[config.mk]
export PLATFORM = sky130hd
export DESIGN_NAME = c2h_stream_arbiter
export DESIGN_NICKNAME = d
export VERILOG_FILES = /design/src/rtl/c2h_stream_arbiter_pkg.sv /design/src/rtl/c2h_stream_arbiter_slice.sv /design/src/rtl/c2h_stream_arbiter.sv
export SDC_FILE = /design/constraint.sdc
export NUM_CORES = 2
export LEC_CHECK = 0
export BUFFER_PORTS_ARGS = -buffer_cell sky130_fd_sc_hd__buf_2
export CAP_MARGIN = 0
export CORE_AREA = 2 2 576 578
export CTS_CLUSTER_SIZE = 28
export DETAILED_ROUTE_END_ITERATION = 6
export DIE_AREA = 0 0 578 580
export PLACE_DENSITY_LB_ADDON = 0.2
export RECOVER_POWER = 50
export SYNTH_ARGS = -nofsm -noshare
export SYNTH_HDL_FRONTEND = slang
export SYNTH_SLANG_ARGS = --single-unit
export TNS_END_PERCENT = 30
[constraint.sdc]
create_clock -name clk -period 2.4 [get_ports clk]
set_input_delay 0 -clock clk [delete_from_list [all_inputs] [get_ports clk]]
set_output_delay 0 -clock clk [all_outputs]
set_load 0.05 [all_outputs]
[src/rtl/c2h_stream_arbiter_pkg.sv]
// ---------------------------------------------------------------------------
// c2h_arb_pkg
// Shared definitions for the C2H stream arbiter:
//   ST_IDLE / ST_XFER   arbiter FSM state encoding
//   DEFAULT_N_SRC       default number of requesting streams
//   DEFAULT_DATA_WIDTH  default tdata width
//   MAX_SRC             largest supported N_SRC (sizes the rr_next request vector)
//   rr_next()           round-robin pick: first requester after last_ptr
// ---------------------------------------------------------------------------
package c2h_arb_pkg;

  localparam logic ST_IDLE = 1'b0;
  localparam logic ST_XFER = 1'b1;

  localparam int DEFAULT_N_SRC      = 4;
  localparam int DEFAULT_DATA_WIDTH = 256;
  localparam int MAX_SRC            = 8;

  // Search starts at (last_ptr + 1) mod n_src and wraps, so the source
  // served last has the lowest priority. Returns last_ptr when nothing
  // requests; callers only use the result when some request is present.
  function automatic logic [2:0] rr_next(input logic [MAX_SRC-1:0] req,
                                         input logic [2:0]         last_ptr,
                                         input int                 n_src);
    logic [2:0] pick;
    logic       found;
    int         idx;
    pick  = last_ptr;
    found = 1'b0;
    for (int k = 1; k <= MAX_SRC; k++) begin
      idx = (int'(last_ptr) + k) % n_src;
      if ((k <= n_src) && !found && req[idx]) begin
        pick  = 3'(idx);
        found = 1'b1;
      end
    end
    return pick;
  endfunction

endpackage

[src/rtl/c2h_stream_arbiter_slice.sv]
// ---------------------------------------------------------------------------
// axis_reg_slice
// Two-entry skid buffer for an AXI-Stream (tdata, tkeep, tlast). Every
// output is driven straight from a flop; in_ready is also a flop output
// (it is low only while the skid entry is occupied).
// Ports:
//   clk, rst                       clock, synchronous active-high reset
//   in_valid/in_ready/in_*         upstream stream
//   out_valid/out_ready/out_*      downstream stream (registered)
// ---------------------------------------------------------------------------
module axis_reg_slice #(
  parameter int DATA_WIDTH = 256,
  parameter int KEEP_W     = DATA_WIDTH / 8
) (
  input  logic                  clk,
  input  logic                  rst,
  input  logic                  in_valid,
  output logic                  in_ready,
  input  logic [DATA_WIDTH-1:0] in_data,
  input  logic [KEEP_W-1:0]     in_keep,
  input  logic                  in_last,
  output logic                  out_valid,
  input  logic                  out_ready,
  output logic [DATA_WIDTH-1:0] out_data,
  output logic [KEEP_W-1:0]     out_keep,
  output logic                  out_last
);

  localparam int PW = DATA_WIDTH + KEEP_W + 1;

  logic [PW-1:0] main_q;
  logic          main_valid_q;
  logic [PW-1:0] skid_q;
  logic          skid_valid_q;
  logic [PW-1:0] in_payload;

  assign in_payload = {in_last, in_keep, in_data};
  assign in_ready   = !skid_valid_q;

  // The main register reloads whenever it is empty or being drained. The
  // skid entry is older than anything arriving now, so it goes first; while
  // it is occupied in_ready is low and no new beat can be accepted.
  always_ff @(posedge clk) begin
    if (rst) begin
      main_q       <= '0;
      main_valid_q <= 1'b0;
      skid_q       <= '0;
      skid_valid_q <= 1'b0;
    end else if (!main_valid_q || out_ready) begin
      if (skid_valid_q) begin
        main_q       <= skid_q;
        main_valid_q <= 1'b1;
        skid_valid_q <= 1'b0;
      end else if (in_valid) begin
        main_q       <= in_payload;
        main_valid_q <= 1'b1;
      end else begin
        main_valid_q <= 1'b0;
      end
    end else if (in_valid && in_ready) begin
      // Output stalled: park the incoming beat in the skid entry.
      skid_q       <= in_payload;
      skid_valid_q <= 1'b1;
    end
  end

  assign out_valid = main_valid_q;
  assign out_last  = main_q[PW-1];
  assign out_keep  = main_q[DATA_WIDTH +: KEEP_W];
  assign out_data  = main_q[DATA_WIDTH-1:0];

endmodule

[src/rtl/c2h_stream_arbiter.sv]
// ---------------------------------------------------------------------------
// c2h_stream_arbiter
// Packet-granular round-robin arbiter sharing the PCIe C2H AXI-Stream among
// N_SRC application streams. A grant lasts from the first beat to tlast;
// new grants are issued only while link_up is high.
// Ports:
//   clk, sys_rst          PCIe user clock, synchronous active-high reset
//   link_up               gates new grants (an open packet always completes)
//   s_axis_*              N_SRC source streams, source i in slice i
//   m_axis_*              registered output towards S_AXIS_C2H
//   grant_valid           a packet is in progress
//   grant_idx             current (or most recent) granted source
//   pkt_cnt               packets forwarded (tlast handshakes at output), wraps
//   state_dbg             arbiter FSM state (ST_IDLE / ST_XFER)
//
// Handshake: a beat moves on any interface in a cycle where valid and ready
// are both high at the clock edge. valid never waits for ready; once valid
// is high the payload holds until the transfer. Ready may depend on
// registered state only (no combinational path valid->ready).
// ---------------------------------------------------------------------------
module c2h_stream_arbiter
  import c2h_arb_pkg::*;
#(
  parameter  int N_SRC      = DEFAULT_N_SRC,
  parameter  int DATA_WIDTH = DEFAULT_DATA_WIDTH,
  localparam int IDX_W      = $clog2(N_SRC),
  localparam int KEEP_W     = DATA_WIDTH / 8
) (
  input  logic                        clk,
  input  logic                        sys_rst,
  input  logic                        link_up,
  input  logic [N_SRC-1:0]            s_axis_tvalid,
  output logic [N_SRC-1:0]            s_axis_tready,
  input  logic [N_SRC*DATA_WIDTH-1:0] s_axis_tdata,
  input  logic [N_SRC*KEEP_W-1:0]     s_axis_tkeep,
  input  logic [N_SRC-1:0]            s_axis_tlast,
  output logic                        m_axis_tvalid,
  input  logic                        m_axis_tready,
  output logic [DATA_WIDTH-1:0]       m_axis_tdata,
  output logic [KEEP_W-1:0]           m_axis_tkeep,
  output logic                        m_axis_tlast,
  output logic                        grant_valid,
  output logic [IDX_W-1:0]            grant_idx,
  output logic [31:0]                 pkt_cnt,
  output logic                        state_dbg
);

  logic                  state_q;
  logic                  state_d;
  logic [IDX_W-1:0]      grant_idx_q;
  logic [IDX_W-1:0]      last_ptr_q;
  logic                  grant_valid_q;
  logic [31:0]           pkt_cnt_q;

  logic [MAX_SRC-1:0]    req_vec;
  logic [IDX_W-1:0]      rr_pick;
  logic                  arb_go;

  logic                  slice_in_valid;
  logic                  slice_in_ready;
  logic [DATA_WIDTH-1:0] slice_in_data;
  logic [KEEP_W-1:0]     slice_in_keep;
  logic                  slice_in_last;
  logic                  beat_acc;
  logic                  pkt_end;

  // ---- arbitration --------------------------------------------------------
  always_comb begin
    req_vec              = '0;
    req_vec[N_SRC-1:0]   = s_axis_tvalid;
  end

  assign rr_pick = IDX_W'(rr_next(req_vec, 3'(last_ptr_q), N_SRC));
  assign arb_go  = (state_q == ST_IDLE) && link_up && (|s_axis_tvalid);

  // ---- data path mux (granted source into the output slice) ---------------
  assign slice_in_valid = (state_q == ST_XFER) && s_axis_tvalid[grant_idx_q];
  assign slice_in_data  = s_axis_tdata[grant_idx_q*DATA_WIDTH +: DATA_WIDTH];
  assign slice_in_keep  = s_axis_tkeep[grant_idx_q*KEEP_W +: KEEP_W];
  assign slice_in_last  = s_axis_tlast[grant_idx_q];
  assign beat_acc       = slice_in_valid && slice_in_ready;
  assign pkt_end        = beat_acc && slice_in_last;

  // ---- FSM: state register ------------------------------------------------
  always_ff @(posedge clk) begin
    if (sys_rst) begin
      state_q <= ST_IDLE;
    end else begin
      state_q <= state_d;
    end
  end

  // ---- FSM: next state ----------------------------------------------------
  always_comb begin
    state_d = state_q;
    case (state_q)
      ST_IDLE: if (arb_go)  state_d = ST_XFER;
      ST_XFER: if (pkt_end) state_d = ST_IDLE;
      default: state_d = ST_IDLE;
    endcase
  end

  // ---- FSM: outputs -------------------------------------------------------
  // Only the granted source sees ready, and only while the slice has room.
  // Requests arriving in the tlast cycle are seen in the following IDLE
  // cycle, which gives the one-cycle bubble between packets.
  always_comb begin
    s_axis_tready = '0;
    if (state_q == ST_XFER) begin
      s_axis_tready[grant_idx_q] = slice_in_ready;
    end
  end

  // ---- grant / pointer registers ------------------------------------------
  always_ff @(posedge clk) begin
    if (sys_rst) begin
      grant_idx_q   <= '0;
      grant_valid_q <= 1'b0;
      last_ptr_q    <= IDX_W'(N_SRC - 1);
    end else if (arb_go) begin
      grant_idx_q   <= rr_pick;
      grant_valid_q <= 1'b1;
    end else if (pkt_end) begin
      last_ptr_q    <= grant_idx_q;
      grant_valid_q <= 1'b0;
    end
  end

  // ---- packet counter (output-side tlast handshakes) ----------------------
  always_ff @(posedge clk) begin
    if (sys_rst) begin
      pkt_cnt_q <= '0;
    end else if (m_axis_tvalid && m_axis_tready && m_axis_tlast) begin
      pkt_cnt_q <= pkt_cnt_q + 32'd1;
    end
  end

  // ---- output register slice ----------------------------------------------
  axis_reg_slice #(
    .DATA_WIDTH (DATA_WIDTH),
    .KEEP_W     (KEEP_W)
  ) u_out_slice (
    .clk       (clk),
    .rst       (sys_rst),
    .in_valid  (slice_in_valid),
    .in_ready  (slice_in_ready),
    .in_data   (slice_in_data),
    .in_keep   (slice_in_keep),
    .in_last   (slice_in_last),
    .out_valid (m_axis_tvalid),
    .out_ready (m_axis_tready),
    .out_data  (m_axis_tdata),
    .out_keep  (m_axis_tkeep),
    .out_last  (m_axis_tlast)
  );

  assign grant_valid = grant_valid_q;
  assign grant_idx   = grant_idx_q;
  assign pkt_cnt     = pkt_cnt_q;
  assign state_dbg   = state_q;

endmodule

* After elaboration in Yosys (flattened, before gate mapping)
Cells that the tools add are included.
** Word-level totals
- Bits in registers :: 618
- Bits of input ports :: 1164
- Output and inout bits :: 330
- Logic and storage cells :: 93
** Cells by class
- Add/subtract/negate cells :: 5
- $lt $le $gt $ge :: 6
- Shifts and indexed selects :: 2
- Multiplexer cells :: 35
- Bitwise operators :: 8
- Reductions and logical operators :: 28
** Operators with widths (number)
- $shiftx 1024x11->256 :: 1
- $mux 289 :: 2
- $shiftx 128x8->32 :: 1
- $add 32x1->32 const B :: 1
- $lt 3x5->1 const B :: 4
- $mux 1 :: 20
- $bmux 1 s3 :: 4
- $logic_and 1x1->1 :: 11
- $reduce_or 2->1 :: 5
- $mux 2 :: 4
- $reduce_and 2->1 :: 3
- $logic_not 1->1 :: 5
- $add 2x1->2 const B :: 2
- $add 2x2->2 const B :: 2
- $and 1x1->1 const A :: 4
- $and 4x4->4 :: 1
- $bmux 1 s2 :: 2
- $mux 4 :: 1
- $reduce_bool 2->1 :: 2
- $reduce_or 4->1 :: 1
- $lt 2x3->1 const B :: 1
- $not 1->1 :: 3
- $demux 1 s2 :: 1
- $ge 2x1->1 const B :: 1
- other kinds (2) :: 2

* Logic depth before layout (Yosys ltp)
- Word-level depth :: 16
- Mapped depth :: 8
- Depth with buffers taken out :: 5

* Hierarchy
Synthesis repeated with hierarchy kept, for this count alone.
** Unflattened totals
- Cells, all modules :: 3161
- Area total of the unflattened synthesis :: 32854.0 µm²
** Modules (own cells, without submodules)
- axis_reg_slice :: times used 1, cells an instance 2581, area each 24129.4 µm², seq. area each 11611.1 µm²
- c2h_stream_arbiter :: times used 1, cells an instance 580, area each 8724.6 µm², seq. area each 760.7 µm²

* Least setup slack after synthesis
No wires, ideal clock.
- Kind :: flip-flop to flip-flop
- Start :: register grant_idx_q[1], in the netlist grant_idx[1]
- End :: register u_out_slice.main_q[100]
- Library setup time :: 0.146 ns
- Arrival time :: 2.253 ns
- Required time :: 2.254 ns
- Path slack :: 0.001 ns
- Cell stages (with the launch flop) :: 9
- Buffers on the path :: 4
- Clock period less this slack :: 2.399 ns
- Cell sequence :: dfxtp_1 buf_2 mux4_2 a21o_1 buf_4 buf_6 buf_6 a21oi_2 a211oi_2
** On the way
- Longest elaborated chain between the ends :: 5
- Elaborated cells between the ends (all ways) :: 8
- Classes of those cells :: shift (1); mux (4); reduce/logical (3)
** RTL lines
- start: declaration :: line c2h_stream_arbiter.sv:50 : logic [IDX_W-1:0] grant_idx_q;
- start signal: assignment :: line c2h_stream_arbiter.sv:121 : grant_idx_q <= rr_pick;
- branches (longest 5 deep; another with $shiftx 1024x11->256)
- end signal: assignment :: line c2h_stream_arbiter_slice.sv:51 : main_q <= skid_q;
- end signal: assignment :: line c2h_stream_arbiter_slice.sv:55 : main_q <= in_payload;
- end: declaration :: line c2h_stream_arbiter_slice.sv:31 : logic [PW-1:0] main_q;
Several ways; the timed one is not identified. The select of a mux whose other input is x is not followed.
A chain may end at the register's enable or synchronous reset.

* Final worst setup path
- Start :: register grant_idx_q[1], in the netlist grant_idx[1]
- End :: register u_out_slice.main_q[135]
Same word-level chain as after synthesis.

==> metrics.cfg <==
[status]
status=complete, but fails checks
violations=negative setup slack

[layout]
final_core_utilization=0.186
mostFrequentLayoutCells=buf_2, dlygate4sd3_1, dfxtp_1
multiInputGateArea_sq_um=19700
layout.nets=6933
layout_commonest_cell=buf_2
drive_gt1_frac=0.388
final_cells=10200
fill_cells=36300
regArea_sq_um=12400
area.growth.synth_to_final_pct=81.0

[power]
ir_worst_vdd_mv=0.503
seq_power_share=0.324
leakage_nw=21.3
p_int_mw=22.6
clockPowerShare=0.370
p_sw_frac=0.342
power.switching_mw=11.8
comb_power_share=0.306
power_mw=34.4
power_density_nw_per_um2=561

[worst_setup_path]
path_max_fanout=74
start_kind=flop
cp_cell_sequence=mux4_2, a21o_4, buf_12, a21oi_2, a211oi_2
slowest_delay_ns=0.62
setup.worst_path.end_class=flop
crit_required_ns=3.01
critPathArrivalTime_ns=3.03
cp_top_family=compound AO/OA/AOI/OAI gates
cp_slowest_cell=mux4_2
critPathKind=flop to flop
cp.buffers_inverters=1

[synth]
synth_top_area_share=0.366
ys_ff_latch=618
synth_top_area_cell=dfxtp_1
synth_edf_count=0
ys.flop_type=dfxtp_1
avgSynthCellArea_sq_um=10.7
synth_area_sq_um=33800
yosys-top-cells-area=dfxtp_1, mux4_2, mux2i_1
ys_async_sr_fraction=0
yosysWarnings=0
synth-seq-area-share=0.366
ys_types=41
synth.net_count=4335
synthCells=3170

[clocking]
clk_latency_ns=0.79
cts.clk_slew.worst_paths_ns=0.06
clock-root-buffer=clkbuf_16
htreeDepth=3
cts.sinks=618
cts.path.max_buffers=4
cts_tree=done
numCtsBuffers=88

[sta]
clock_skew_ns=0.0582
hold_violations=0
worst_pin_slew_ns=1.21
maxSlewHeadroom=0.198
rsz0062_at_grt=yes
fin_crit_sh=1.01
fin_crit_ns=2.42
setup_ws_ns=-0.0170
final_max_slew_viol_count=0
fmax_ghz=0.414
setup_violations=5

[routing]
drc=0
via_count=37500
drt-total-wl_microns=249000
wire_per_inst_microns=24.3
antenna_left=0
vias_per_cell=3.67
dr.pass1.iters=5
drt_iter0_markers=2149

[placed_design]
port_buffers=1493
place_congestion=1.00
post-place-ws_ns=0.160
dp_hpwl_microns=196000
placed_cells=8894

[floorplanning]
die_area_sq_um=335000
fp.dieH_microns=580
io_pins=1494
die_x_microns=578
core_area_sq_um=329000
initial_core_util=0.103
rows=211

[job]
maxCapViolCount=0

[min_path]
hold_class=input port to flop

[grt]
grt_use_total=0.140
grt_overflow=0
grtUsageMet1=0.163
grt.busiest_layer=met2
use_met3=0.0285
grt_max_degree=90
antenna_found_initial=93
grt_pass1_wl_microns=324000
grt_pass1_vias=38600
grt_use_met2=0.244

==> worst min-delay path, delay by kind of cell <==
| kind | cells | cell delay (ns) |
|---|---|---|
| AOI/OAI and AO/OA | 1 | 0.11 |
| buffers and inverters | 2 | 0.33 |
| muxes | 1 | 0.24 |
| and+or+nand+nor | 1 | 0.07 |
==> final cells by class <==
cell class / instances / share of cell area
diodes: 40 / 0.00163
well taps: 4366 / 0.0892
clock buffers: 129 / 0.0409
repair buffers: 2841 / 0.341
flip-flops and latches: 618 / 0.202
inverters: 7 / 0.000429
clock inverters: 17 / 0.00296
multi-input cells: 2212 / 0.322
==> sequential cells by signal, indices dropped and copies added, names as in the netlist <==
| name | flops |
|---|---|
| grant_valid | 1 |
| u_out_slice.skid_valid_q | 1 |
| u_out_slice.main_q | 289 |
| grant_idx | 2 |
| pkt_cnt | 32 |
| last_ptr_q | 2 |
| u_out_slice.out_valid | 1 |
| u_out_slice.skid_q | 289 |
| state_dbg | 1 |
==> kinds of logic (layout without fill, tap and decap cells) <==
family	count (synthesis)	count (layout)	share of synthesized area
AOI/OAI and AO/OA	905	905	0.211
xor gates and xnor gates	9	9	0.00233
adders and majority gates	1	1	0.000370
buffers and inverters	340	2994	0.0537
DFF	618	618	0.366
muxes	590	590	0.282
other	0	40	0
and+or+nand+nor	707	707	0.0849
==> power groups by stage <==
| stage | clock network, mW | logic (mW) | registers [mW] |
|---|---|---|---|
| 3_5_place_dp | 0 | 8.88 | 11.3 |
| 3_3_place_gp | 0 | 8.85 | 11.3 |
| 6_report | 12.7 | 10.5 | 11.1 |
| 5_1_grt | 13.7 | 11.1 | 11.2 |
| 2_1_floorplan | 0 | 3.68 | 12.8 |
| 4_1_cts | 13.3 | 10.5 | 11.1 |
==> per-stage QoR <==
step / hold WS, ns / TNS, ns / cell area (sq um)
6_report: 0.0249 / -0.0368 / 61200
2_1_floorplan: 0.236 / 0 / 33800
3_5_place_dp: 0.443 / 0 / 47200
4_1_cts: 0.00194 / 0 / 60800
5_1_grt: 0.00569 / -0.318 / 61200
3_3_place_gp: 0.441 / 0 / 47200
==> final timing paths <==
kind / startpoint / endpoint / slack [ns] / cells past startpoint
min reg2reg: u_out_slice.skid_q[227] / u_out_slice.skid_q[227] / 0.45 / 2
max: grant_idx[1] / u_out_slice.main_q[135] / -0.02 / 5
max reg2reg: grant_idx[1] / u_out_slice.main_q[135] / -0.02 / 5
min: s_axis_tdata[736] / u_out_slice.skid_q[224] / 0.02 / 5
==> cell usage after synthesis, types with 2 or more instances <==
| library cell | n |
|---|---|
| a21oi_2 | 211 |
| xnor2_1 | 7 |
| xor2_1 | 2 |
| a211oi_2 | 210 |
| nand2b_1 | 5 |
| buf_1 | 11 |
| buf_6 | 47 |
| mux2_2 | 10 |
| or3_1 | 2 |
| buf_2 | 71 |
| o31ai_1 | 9 |
| nor3b_1 | 2 |
| clkbuf_1 | 178 |
| and4_1 | 8 |
| o21ai_0 | 4 |
| and3_1 | 4 |
| inv_1 | 7 |
| nand2_1 | 591 |
| a211oi_1 | 80 |
| nor4_1 | 6 |
| nand4_1 | 9 |
| mux2i_1 | 290 |
| dfxtp_1 | 618 |
| nor3_1 | 13 |
| or4_1 | 9 |
| nor2_1 | 31 |
| nor2b_1 | 10 |
| nand3_1 | 11 |
| mux4_2 | 290 |
| buf_4 | 26 |
| and2_1 | 2 |
| a21oi_1 | 387 |
==> routing by layer <==
metal  vias to the layer above  routed length, microns
li1                      17000                       -
met1                     18500                   99600
met2                      1629                  120000
met3                       366                   16200
met4                        12                   13400
met5                         -                      78
==> what timing repair did <==
| item | CTS | global route |
|---|---|---|
| buffers inserted | 0 | 22 |
| endpoints found under the hold margin | 614 | 18 |
| hold buffers | 1094 | 33 |
| endpoints found under the setup margin | 0 | 38 |
| gates resized for setup | 0 | 37 |
(Power assumes the default switching activity.)
